**config.mk**
```make
export PLATFORM = sky130hd
export DESIGN_NAME = dma_mem_ctrl
export DESIGN_NICKNAME = d
export VERILOG_FILES = /design/src/rtl/dma_mem_ctrl.sv
export SDC_FILE = /design/constraint.sdc
export NUM_CORES = 1
export LEC_CHECK = 0
export CAP_MARGIN = 40
export CORE_ASPECT_RATIO = 0.8
export CORE_MARGIN = 3
export CORE_UTILIZATION = 45
export CTS_CLUSTER_SIZE = 20
export DETAILED_ROUTE_END_ITERATION = 8
export PLACE_DENSITY = 0.81
export SKIP_LAST_GASP = 1
export SYNTH_ARGS = -nofsm -noshare
export SYNTH_HDL_FRONTEND = slang
export SYNTH_SLANG_ARGS = --single-unit
export TNS_END_PERCENT = 20
```
**constraint.sdc**
```tcl
create_clock -name clk -period 2.4 [get_ports clk]
set_clock_uncertainty 0.05 [all_clocks]
set_input_delay 0.6 -clock clk [delete_from_list [all_inputs] [get_ports clk]]
set_output_delay 0.6 -clock clk [all_outputs]
set_load 0.01 [all_outputs]
```
**src/rtl/dma_mem_ctrl.sv**
```systemverilog
// dma_mem_ctrl: word-copy DMA engine that shares the single data-memory port with the MEM stage.
// Latency: ack 3N+1 cycles after the accepting edge with an idle CPU; port arbitration is combinational.
// Backpressure: CPU has priority and is stalled only on a DMA grant; DMA_FAIR_EN forces a grant after MAX_WAIT denials.
module dma_mem_ctrl #(
  parameter int LEN_W = 16
`ifdef DMA_FAIR_EN
  , parameter int MAX_WAIT = 8
`endif
) (
  input  logic             clk,
  input  logic             rst_n,
  input  logic             nextTransaction,
  input  logic [31:0]      dma_src,
  input  logic [31:0]      dma_dst,
  input  logic [LEN_W-1:0] dma_len,
  output logic             ack,
  output logic             en,
  input  logic             cpu_memrd,
  input  logic             cpu_memwr,
  input  logic [31:0]      cpu_addr,
  input  logic [31:0]      cpu_wdata,
  output logic [31:0]      cpu_rdata,
  output logic             cpu_stall,
  output logic [31:0]      mem_addr,
  output logic [31:0]      mem_wdata,
  output logic             mem_rd,
  output logic             mem_wr,
  input  logic [31:0]      mem_rdata
);

  typedef enum logic [2:0] {IDLE, RD, CAP, WR, DONE} state_t;

  state_t           state, state_nxt;
  logic [31:0]      src, dst, dbuf;
  logic [LEN_W-1:0] cnt;
  logic             cpu_req, dma_req, grant_dma, force_grant;

  assign cpu_req   = cpu_memrd | cpu_memwr;
  assign dma_req   = (state == RD) || (state == WR);
  assign grant_dma = dma_req & (~cpu_req | force_grant);
  assign cpu_stall = grant_dma & cpu_req;
  assign cpu_rdata = mem_rdata;
  assign ack       = (state == DONE);
  assign en        = (state == RD) || (state == CAP) || (state == WR);

`ifdef DMA_FAIR_EN
  localparam int WAIT_W = $clog2(MAX_WAIT + 1);
  logic [WAIT_W-1:0] wait_cnt;

  // Counts consecutive denied DMA cycles; any grant (forced or free) restarts the count.
  always_ff @(posedge clk or negedge rst_n) begin
    if (!rst_n) begin
      wait_cnt <= '0;
    end else if (grant_dma) begin
      wait_cnt <= '0;
    end else if (dma_req && (wait_cnt != WAIT_W'(MAX_WAIT))) begin
      wait_cnt <= wait_cnt + WAIT_W'(1);
    end
  end

  assign force_grant = (wait_cnt == WAIT_W'(MAX_WAIT));
`else
  assign force_grant = 1'b0;
`endif

  always_ff @(posedge clk or negedge rst_n) begin
    if (!rst_n) begin
      state <= IDLE;
    end else begin
      state <= state_nxt;
    end
  end

  always_comb begin
    state_nxt = state;
    mem_rd    = 1'b0;
    mem_wr    = 1'b0;
    mem_addr  = cpu_addr;
    mem_wdata = cpu_wdata;

    case (state)
      IDLE:    if (nextTransaction) state_nxt = (dma_len != '0) ? RD : DONE;
      RD:      if (grant_dma) state_nxt = CAP;
      CAP:     state_nxt = WR;
      WR:      if (grant_dma) state_nxt = (cnt == LEN_W'(1)) ? DONE : RD;
      DONE:    state_nxt = IDLE;
      default: state_nxt = IDLE;
    endcase

    // Port mux: DMA only when granted, otherwise the MEM stage (write wins over read).
    if (grant_dma) begin
      if (state == RD) begin
        mem_rd   = 1'b1;
        mem_addr = src;
      end else begin
        mem_wr    = 1'b1;
        mem_addr  = dst;
        mem_wdata = dbuf;
      end
    end else begin
      mem_wr = cpu_memwr;
      mem_rd = cpu_memrd & ~cpu_memwr;
    end
  end

  always_ff @(posedge clk or negedge rst_n) begin
    if (!rst_n) begin
      src  <= '0;
      dst  <= '0;
      cnt  <= '0;
      dbuf <= '0;
    end else begin
      case (state)
        IDLE: begin
          if (nextTransaction) begin
            src <= {dma_src[31:2], 2'b00};
            dst <= {dma_dst[31:2], 2'b00};
            cnt <= dma_len;
          end
        end
        CAP: dbuf <= mem_rdata;
        WR: begin
          if (grant_dma) begin
            src <= src + 32'd4;
            dst <= dst + 32'd4;
            cnt <= cnt - LEN_W'(1);
          end
        end
        default: ;
      endcase
    end
  end

endmodule

```
== Yosys cells after proc, flatten, opt, wreduce, memory -nomap -nowiden ==
Cells that the tools add are included.
Cells by class
  mux-type cells: 23
  equal/unequal tests: 8
  bitwise gates (word level): 6
  reduce and logical (&&, ||, !) cells: 8
  add/sub/neg operators: 3
Operators by type and width (count)
  $mux W32: 8
  $pmux W32 S2: 2
  $add A32 B3 Y32 const B: 2
  $mux W16: 2
  $pmux W16 S2: 1
  $eq A16 B1 Y1 const B: 1
  $reduce_bool A16 Y1: 1
  $sub A16 B1 Y16 const B: 1
  $mux W3: 5
  $pmux W3 S4: 1
  $eq A3 B2 Y1 const B: 2
  $ne A2 B2 Y1 const B: 3
  $reduce_and A3 Y1: 2
  $mux W1: 4
  $and A1 B1 Y1: 3
  $eq A3 B1 Y1 const B: 1
  $eq A3 B3 Y1 const B: 1
  $logic_not A3 Y1: 1
  $logic_or A1 B1 Y1: 3
  $not A1 Y1: 2
  $reduce_bool A2 Y1: 1
  $or A1 B1 Y1: 1
Word-level totals
  logic and storage cells: 53
  flip-flop bits (word level): 115
  output and inout bits: 101
  input port bits: 181

== Depth between registers and ports, before layout ==
Gate-level depths: netlist of run 1.
  depth after elaboration: 5
  depth in mapped cells: 8
  depth with buffers taken out: 6

== Worst setup path after synthesis of run 1 ==
OpenSTA, ideal clock, no wires.
  kind: input to output
  start point: input cpu_memwr
  end point: output mem_addr[10]
  cell stages on the path: 5
  setup slack: -0.059 ns
  buffers on the path: 2
  data arrival time: 1.809 ns
  required time: 1.750 ns
  path through: clkbuf_1 -> nor3_1 -> clkbuf_1 -> nor2_1 -> a21oi_1
On the way
  word-level cells in the longest chain between the ends: 4
Ends and longest elaborated chain
  from (decl): line 19  | input logic cpu_memwr,
  $or A1 B1 Y1: line 38  | assign cpu_req = cpu_memrd | cpu_memwr;
  $not A1 Y1: line 40  | assign grant_dma = dma_req & (~cpu_req | force_grant);
  $and A1 B1 Y1: line 40
  $mux W32: line 91  | if (grant_dma) begin
  to (decl): line 24  | output logic [31:0] mem_addr,
Every way passes these cells.

== Worst setup path in the final report of run 1 ==
  start point: register state[2]
  end point: output mem_wdata[7]
On the way
  word-level cells in the longest chain between the ends: 4
  elaborated cells on any way between the ends: 6
  those cells by class: eq/ne: 2; mux: 2; bitwise: 1; reduce/logical: 1
Ends and longest elaborated chain
  from (decl): line 33  | state_t state, state_nxt;
  from (signal assigned): line 70  | state <= state_nxt;
  $eq A3 B1 Y1 / $eq A3 B2 Y1 (equally long branches): line 39, 92
  $logic_or A1 B1 Y1: line 39  | assign dma_req = (state == RD) || (state == WR);
  $and A1 B1 Y1: line 40
  $mux W32 *: line 91
  to (decl): line 25  | output logic [31:0] mem_wdata,
Mark *: on every way between the ends. The rest lies on a longest branch, timed or not.

==> results of run 1 <==
## cell type report
class / instances / area (um2)
tap: 215 / 269
timing repair buffer: 371 / 3660
inverter: 9 / 33.8
fill: 1286 / 4750
clock buffer: 13 / 270
clock inverter: 3 / 40.0
multi-input combinational: 701 / 4210
sequential: 111 / 2780
## Yosys cell counts, types with 13 or more instances
cell type,n
a2bb2oi_1,14
mux2_2,32
dfrtp_1,111
nand3_1,40
nor3_1,13
nor2_1,83
and3_1,13
buf_2,15
o22ai_1,18
nand2_1,146
mux2i_1,32
nand4_1,13
clkbuf_1,40
buf_4,34
o21ai_0,46
a21oi_1,111
## flip-flops by register name, summed over array words and instances, names as in the netlist
signal	cells
state	3
dbuf	32
dst	30
src	30
cnt	16
## logic make-up after synthesis
kind of cell               count (synthesis)  synth area share
adders and majority gates                  4           0.00670
xor gates and xnor gates                   1           0.00117
DFF                                      111             0.372
other                                      1          0.000502
AOI/OAI and AO/OA                        264             0.217
buffers and inverters                    107            0.0734
muxes                                     64            0.0912
and+or+nand+nor                          367             0.238
## through the flow
stage	instance area [um2]	hold slack [ps]	setup WS, ps
finish	11300	155	-331
global route	11300	185	-378
CTS	11300	165	-339
detailed placement	10700	445	-778
global placement	10700	437	-737
floorplan	7470	254	99.5
## per-layer routing
metal	vias up	global-route usage
met5	-	0
met4	0	0.0514
met3	28	0.0426
met2	420	0.443
met1	3920	0.430
li1	3887	-
## where the power goes
group	internal (mW)	switching, mW
clock network	0.894	0.708
registers	2.79	0.952
logic	2.90	3.30
## worst max-delay path by stage
stage | endpoint | slack (ps) | depth (start not counted)
floorplan | mem_addr[10] | 100 | 5
global placement | mem_addr[13] | -740 | 6
detailed placement | mem_addr[3] | -780 | 6
CTS | mem_wdata[7] | -340 | 8
global route | mem_wdata[7] | -380 | 7
finish | mem_wdata[7] | -330 | 8
## what timing repair did
item	4_1_cts	5_1_grt
setup buffers	16	2
setup endpoints to repair	68	72
pin swaps	3	2
gates cloned	7	0
gates resized for setup	161	43
## worst register-to-register path: cells and delay by family (launching register included)
kind	cells	cell delay (ps)
and+or+nand+nor	3	1080
buffers and inverters	3	650
DFF	1	420
AOI/OAI and AO/OA	2	270
==> flow_metrics.py, run 1 <==
metrics = {
    "setup_path": {
        "cp_top_family": "buffers and inverters",
        "crit_chain": "buf_4 > and3b_4 > nand2_4 > buf_4 > bufbuf_16 > nand2_1 > nand2_1 > clkdlybuf4s15_2",
        "crit_type": "reg -> out",
        "r2r_setup_slack_ps": -190,
        "crit_arrival_ps": 2080,
        "reg2regPathDepth": 8,
        "critical_path_required_ps": 1750,
        "slowest_stage": "dfrtp_1",
        "path_buf_inv": 4,
        "cp-start-kind": "flip-flop",
        "cp_max_fo": 8,
        "cp-startpoint": "state[2]",
        "endpoint_kind": "primary output",
        "crit-reg2reg-launch": "state[2]",
        "max_stage_delay_ps": 420,
        "timing.rr.end": "src[27]",
    },
    "layout": {
        "final_cells": 1423,
        "syn2layout_area_growth_pct": 50.8,
        "mostFrequentLayoutCell": "clkdlybuf4s50_1",
        "most-common-layout-cells": "208 x clkdlybuf4s50_1, 143 x nand2_1, 110 x a21oi_1",
        "final_nets": 1388,
        "diodes": 0,
        "utilization": 0.703,
        "drive_above_1_share": 0.175,
    },
    "route": {
        "drc": 0,
        "postRouteAntennaNets": 0,
        "route.met3.wl_um": 2310,
        "dr.pass1.iters": 6,
        "wl_per_cell_um": 18.9,
        "routed.top_layer": "met4",
        "wl_met1_um": 11800,
        "wl_met2_um": 12400,
        "wl_um": 26800,
        "viasPerCell": 5.80,
        "drt-initial-drc-count": 748,
        "vias": 8255,
    },
    "run_status": {
        "violations": "negative setup slack",
        "status": "complete, but fails checks",
    },
    "logic_synthesis": {
        "synth_cell_types": 64,
        "yosys_warnings": 0,
        "ys_ff_latch": 111,
        "avgSynthCellArea_um2": 8.12,
        "ys_seq_area_frac": 0.372,
        "synth_top_area_frac": 0.372,
        "synth_edf_count": 0,
        "ys.flop_type": "dfrtp_1",
        "synth.net_count": 1104,
        "yosysTopAreaCell": "dfrtp_1",
        "syn_area_mm2": 0.00747,
        "synthCells": 919,
        "async_flop_share": 1.00,
        "synth_area_leaders": "dfrtp_1 37%, a21oi_1 7.4%, nand2_1 7.3%, mux2_2 4.8%, mux2i_1 4.3%",
    },
    "floorplan": {
        "dieArea_mm2": 0.0182,
        "core_mm2": 0.0160,
        "die_y_um": 121,
        "ios": 282,
        "dieWidth_um": 150,
        "initial_utilization": 0.466,
        "num_rows": 41,
    },
    "timing": {
        "slew_violations": 0,
        "setup_viol": 70,
        "slew_headroom": 0.575,
        "finalHoldViolCount": 0,
        "setup_tns_ps": -13760,
        "finalCritPeriodShare": 1.14,
        "tightest_slew_ps": 637,
        "max_freq_mhz": 366,
        "setup_ws_ps": -331,
        "rsz0062_at_grt": "true",
        "min_period_ps": 2730,
    },
    "hold_path": {
        "min_path_type": "in -> async",
    },
    "grt": {
        "grt_max_degree": 127,
        "grt.overflow.total": 0,
        "grt_pass1_vias": 7742,
        "grt_pass1_wl_um": 41600,
        "grt_antenna_before_repair": 0,
        "grt_use_total": 0.286,
    },
    "clock_network": {
        "clkSinkCount": 111,
        "clk_pin_slew_worst_paths_ps": 70,
        "numCtsBuffers": 9,
        "holdBufCountCts": 0,
        "clockBufferDepth": 2,
        "clkLatencyLatePin_ps": 360,
        "cts_max_level": 3,
        "root_buffer": "clkbuf_16",
        "cts_tree": "built",
    },
    "power": {
        "power_density_mw_per_mm2": 1030,
        "irDropWorstVdd_uv": 652,
        "p_leak_nw": 4.76,
        "total_power_mw": 11.5,
    },
    "placed_design": {
        "dp.cells": 1383,
        "port_buffers": 276,
        "gp_congestion": 0.884,
        "hpwlAfterDp_um": 18400,
    },
    "flow_run": {
        "cap_violations": 0,
    },
}
(Power assumes the default switching activity.)
==> run 2, diff against run 1 <==
--- a/config.mk
+++ b/config.mk
@@ -11,7 +11,9 @@
 export CORE_UTILIZATION = 45
 export CTS_CLUSTER_SIZE = 20
 export DETAILED_ROUTE_END_ITERATION = 8
+export MAX_ROUTING_LAYER = met4
 export PLACE_DENSITY = 0.81
+export RECOVER_POWER = 50
 export SKIP_LAST_GASP = 1
 export SYNTH_ARGS = -nofsm -noshare
 export SYNTH_HDL_FRONTEND = slang
==> run 2 against run 1 <==
Global-route usage up 0.84 points. Sequential cell count unchanged. Die area unchanged. Critical path depth unchanged. The run still ends with negative setup slack left. Sequential power about the same. Hold slack better by 150 ps.
==> flow_metrics.py, run 2 (synthesized netlist as in run 1, its figures left out) <==
metrics = {
    "clock_network": {
        "numCtsBuffers": 9,
        "clkLatencyLatePin_ps": 360,
        "clk_pin_slew_worst_paths_ps": 70,
        "cts_max_level": 3,
        "root_buffer": "clkbuf_16",
        "cts_tree": "built",
        "clockBufferDepth": 2,
        "clkSinkCount": 111,
    },
    "floorplan": {
        "core_mm2": 0.0160,
        "ios": 282,
        "dieWidth_um": 150,
        "dieArea_mm2": 0.0182,
        "die_y_um": 121,
        "num_rows": 41,
        "initial_utilization": 0.466,
    },
    "setup_path": {
        "path_buf_inv": 4,
        "cp_max_fo": 8,
        "crit_type": "reg -> out",
        "cp_top_family": "buffers and inverters",
        "crit_chain": "buf_4 > and3b_4 > nand2_4 > buf_4 > bufbuf_16 > nand2_1 > nand2_1 > clkdlybuf4s15_2",
        "crit_arrival_ps": 2070,
        "cp-start-kind": "flip-flop",
        "max_stage_delay_ps": 410,
        "critical_path_required_ps": 1750,
        "slowest_stage": "dfrtp_1",
        "endpoint_kind": "primary output",
    },
    "timing": {
        "fin_hold_ws_ps": 310,
        "max_freq_mhz": 367,
        "setup_ws_ps": -323,
        "setup_viol": 70,
        "tightest_slew_ps": 1140,
        "slew_violations": 0,
        "finalHoldViolCount": 0,
        "finalCritPeriodShare": 1.13,
        "setup_tns_ps": -13170,
        "slew_headroom": 0.241,
        "rsz0062_at_grt": "true",
        "min_period_ps": 2720,
    },
    "placed_design": {
        "placed_area_mm2": 0.0107,
        "hpwlAfterDp_um": 18400,
        "gp_congestion": 0.898,
        "dp.cells": 1383,
        "port_buffers": 276,
    },
    "layout": {
        "drive_above_1_share": 0.175,
        "multi_input_area_mm2": 0.00421,
        "final_area_mm2": 0.0112,
        "diodes": 0,
        "seqCellArea_mm2": 0.00278,
        "mostFrequentLayoutCell": "clkdlybuf4s50_1",
        "final_nets": 1388,
        "reg_top3": "dbuf (32), dst (30), src (30)",
        "top_register": "dbuf",
        "fill_cells": 1288,
        "largest_reg_flops": 32,
        "syn2layout_area_growth_pct": 50.3,
        "most-common-layout-cells": "208 x clkdlybuf4s50_1, 143 x nand2_1, 110 x a21oi_1",
        "final_cells": 1423,
    },
    "hold_path": {
        "min_path_type": "in -> async",
    },
    "route": {
        "dr.pass1.iters": 6,
        "wl_per_cell_um": 18.9,
        "viasPerCell": 5.78,
        "wl_um": 26900,
        "drc": 0,
        "postRouteAntennaNets": 0,
        "vias": 8223,
        "drt-initial-drc-count": 708,
    },
    "power": {
        "power_density_mw_per_mm2": 1030,
        "p_leak_nw": 4.74,
        "irDropWorstVdd_uv": 657,
        "total_power_mw": 11.5,
    },
    "grt": {
        "grt.overflow.total": 0,
        "grt_use_total": 0.294,
        "grt_pass1_vias": 7734,
        "grt_antenna_before_repair": 0,
        "grt_pass1_wl_um": 41600,
        "grt_max_degree": 127,
    },
    "run_status": {
        "violations": "negative setup slack",
        "status": "complete, but fails checks",
    },
    "flow_run": {
        "cap_violations": 0,
    },
}
==> run 2: changes by cell type in the layout (fill, tap and decap cells not counted) <==
cell / delta
buf_12: -2
buf_4: -2
clkbuf_2: +4
==> run 2: power by group <==
part	total [mW]	leakage [nW]	switching, mW	internal (mW)
Combinational	6.19	3.31	3.30	2.89
Sequential	3.74	1.28	0.953	2.79
Clock	1.60	0.156	0.703	0.894
==> run 2: worst paths after layout <==
kind / startpoint / endpoint / slack [ps] / depth (start not counted)
worst min-delay path: rst_n / cnt[5] / 310 / 1
min in group clk: dbuf[20] / dbuf[20] / 460 / 1
worst max register to register: state[2] / src[27] / -200 / 8
worst min register to register: dbuf[20] / dbuf[20] / 460 / 1
worst max-delay path: state[2] / mem_wdata[7] / -320 / 8
max in group asynchronous: rst_n / src[20] / 360 / 2
==> run 2: area by class of cell <==
cell class / count / area share
clock inverter: 3 / 0.00357
sequential: 111 / 0.248
timing repair buffer: 371 / 0.323
clock buffer: 13 / 0.0241
tap: 215 / 0.0240
inverter: 9 / 0.00301
multi-input combinational: 701 / 0.375
==> run 2: repair_timing <==
item	4_1_cts	5_1_grt
resized for setup	161	43
setup endpoints to repair	68	72
cloned	7	0
setup buffers	16	2
hold buffers	0	0
pin swaps	3	2
==> run 2: worst reg2reg max path, cell delays in order (launching register included) <==
cell      delay, ps
dfrtp_1         410
buf_4           170
and3b_4         310
buf_4           120
buf_12          340
nand2_1         320
or4_1           490
o221ai_1        180
a21oi_1          90
==> run 2: routing by layer <==
| metal | routed length, um | up-vias | part of all wire | GRT usage |
|---|---|---|---|---|
| met2 | 12400 | 385 | 0.46 | 0.441 |
| met4 | 381 | 0 | 0.014 | 0.0514 |
| met1 | 12000 | 3921 | 0.45 | 0.433 |
| met5 | 0 | - | 0 | - |
| met3 | 2080 | 31 | 0.077 | 0.0414 |
| li1 | - | 3886 | - | - |
==> run 2: metrics by stage <==
| step | utilization | worst slack [ps] |
|---|---|---|
| 2_1_floorplan | - | 99.5 |
| 3_3_place_gp | 0.667 | -737 |
| 3_5_place_dp | 0.667 | -778 |
| 4_1_cts | 0.707 | -339 |
| 5_1_grt | 0.701 | -366 |
| 6_report | 0.701 | -323 |
==> RTL edit, RTL diff (config.mk and constraints of run 2) <==
Change the parameter `LEN_W` from 16 to 32.
--- a/src/rtl/dma_mem_ctrl.sv
+++ b/src/rtl/dma_mem_ctrl.sv
@@ -2,7 +2,7 @@
 // Latency: ack 3N+1 cycles after the accepting edge with an idle CPU; port arbitration is combinational.
 // Backpressure: CPU has priority and is stalled only on a DMA grant; DMA_FAIR_EN forces a grant after MAX_WAIT denials.
 module dma_mem_ctrl #(
-  parameter int LEN_W = 16
+  parameter int LEN_W = 32
 `ifdef DMA_FAIR_EN
   , parameter int MAX_WAIT = 8
 `endif
Ports: changed (resized dma_len); port bits go from 282 to 298. No check against the original RTL was run, so the function may have changed too.
==> RTL edit against run 2 <==
  * The flow still finishes with violations (setup timing)
  * Cell area up 14%
  * Total power grew 20%
  * Wire length rose by 16%
  * Sequential cell count rose by 16
  * Combinational power grew 7.1%
  * Count of clock-buffer cells in the layout up 5
  * Cell count is 15% higher
  * Non-clock buffer count rose by 34
  * Global-route usage increased by 0.44 points
  * Via count is 18% higher
  * Synthesized area is 14% higher
  * Hold slack better by 0.13 ns
  * Worst setup slack got worse by 0.039 ns
==> RTL edit: results (changes against run 2) <==
STA
  • Post-route setup slack: -0.362 ns (-0.0385 ns)
  • Min Hold Slack: 0.437 ns (+0.127 ns)
  • Final setup viols: 90 (+29%)
  • Worst Tran Pin Value: 1.24 ns (+0.102 ns)

Finish
  • Fillers: 1486 (+15%)
  • Largest regs: cnt: 32 flops, dbuf: 32 flops
  • Layout cell share with drive strength beyond 1: 18.1% (+0.55 points)
  • Total Nets Final: 1575 (+13%)

Placed design
  • Placed cell area: 12100 um^2 (+13%)
  • DP Wirelength: 22.0 mm (+19%)

Synthesis
  • Cell variety after synth: 65 (+1.6%)
  • Top cells by area in the synthesized netlist: dfrtp_1 37%, nand2_1 8.2%, a21oi_1 5.6%
  • Commonest cells in the netlist: 185 x nand2_1, 127 x dfrtp_1, 95 x a21oi_1, 78 x o21ai_0, 63 x nor2_1

Outcome
  • Failing checks: setup timing
  • Status: finished, violations left

Global routing
  • Vias in the first global route: 9043 (+17%)
  • GRT Total Usage: 29.9% (+0.44 points)
  • First-pass GRT wire length: 48.3 mm (+16%)

Critical path
  • R2R cell count: 11 (+3)
  • Worst-path maximum fanout: 5 (-3)
  • Reg-to-reg setup timing slack: -0.15 ns (+0.05 ns)
  • Reg2reg end: dst[9]
  • Crit path max-delay family: simple AND/OR/NAND/NOR gates
  • RR Startpoint: state[1]

Route
  • 1st-iter DRT viols: 1047 (+48%)
  • WL/cell: 19.1 um (+0.80%)
  • DR pass1 iterations: 5 (-1)

CTS
  • Total CTS buffers: 17 (+8)

Pwr
  • Worst vdd ir: 552 uV (-16%)
## RTL edit: cell types whose count changed after synthesis, sizes merged, moves of 7 or more
cell / change
dfrtp: +16
o21ai: +32
nor4: +12
buf: -11
or4: +7
nand3: +9
clkbuf: +21
nor2: -20
a21oi: -15
nand2: +39
nand4: +12
## RTL edit: cell type report
type | count | area, um^2 | share of cell area, %
Sequential cell | 127 | 3180 | 24.9
Clock inverter | 14 | 215 | 1.69
Clock buffer | 18 | 429 | 3.36
Antenna cell | 1 | 2.50 | 0.0196
Multi-Input combinational cell | 812 | 4810 | 37.7
Timing Repair Buffer | 405 | 3770 | 29.6
Tap cell | 253 | 317 | 2.48
Inverter | 11 | 41.3 | 0.323
## RTL edit: worst register-to-register path: cells and delay by family (launching register included)
family	cells	cell delay, ns
compound gates	2	0.31
simple gates	2	0.30
flops	1	0.40
buf+inv	7	1.38
## RTL edit: cells by family (layout without fill, tap and decap cells)
kind of cell,Yosys count,after routing,share of synthesized area (%)
AO/OA/AOI/OAI,303,303,22.4
adder cells (fa/ha/maj),4,4,0.589
buffers and inverters,119,448,6.78
flip-flops,127,127,37.4
XOR/XNOR,1,1,0.103
other,1,2,0.0442
AND/OR/NAND/NOR,442,442,25.0
multiplexers,61,61,7.66
## RTL edit: repair_timing
action	CTS	global route
gates resized for setup	217	20
hold buffers	0	0
pin swaps	6	0
setup endpoints to repair	74	111
cloned	3	2
buffers inserted	12	2
## RTL edit: how the worst max path moves through the flow
stage	start	end	slack, ns
floorplan	cnt[12]	cnt[17]	-0.05
global placement	cpu_memrd	mem_addr[30]	-0.93
detailed placement	cpu_memrd	mem_addr[14]	-0.99
CTS	state[0]	mem_wdata[22]	-0.33
global route	state[0]	mem_wdata[11]	-0.46
finish	cpu_memwr	mem_wdata[11]	-0.36
## RTL edit: routing by layer
| layer | GRT usage [%] | vias up | share of wire [%] |
|---|---|---|---|
| li1 | - | 4527 | - |
| met1 | 40.7 | 4599 | 43 |
| met2 | 46.2 | 494 | 47 |
| met3 | 5.60 | 43 | 8.4 |
| met4 | 7.62 | 0 | 1.7 |
| met5 | - | - | 0 |
## RTL edit: report_power, final
| part | internal [W] | switching (W) |
|---|---|---|
| Clock | 0.00184 | 0.00104 |
| Combinational | 0.00308 | 0.00355 |
| Sequential | 0.00318 | 0.00110 |
| Total | 0.00810 | 0.00569 |
## RTL edit: metrics by stage
stage | setup TNS, ns | power [W] | std cells | utilization (%)
2_1_floorplan | -1.19 | 0.00806 | 1058 | -
3_3_place_gp | -69.15 | 0.0105 | 1590 | 65.8
3_5_place_dp | -78.33 | 0.0107 | 1590 | 65.8
4_1_cts | -19.79 | 0.0136 | 1637 | 69.5
5_1_grt | -31.47 | 0.0147 | 1641 | 69.6
6_report | -20.67 | 0.0138 | 1641 | 69.6
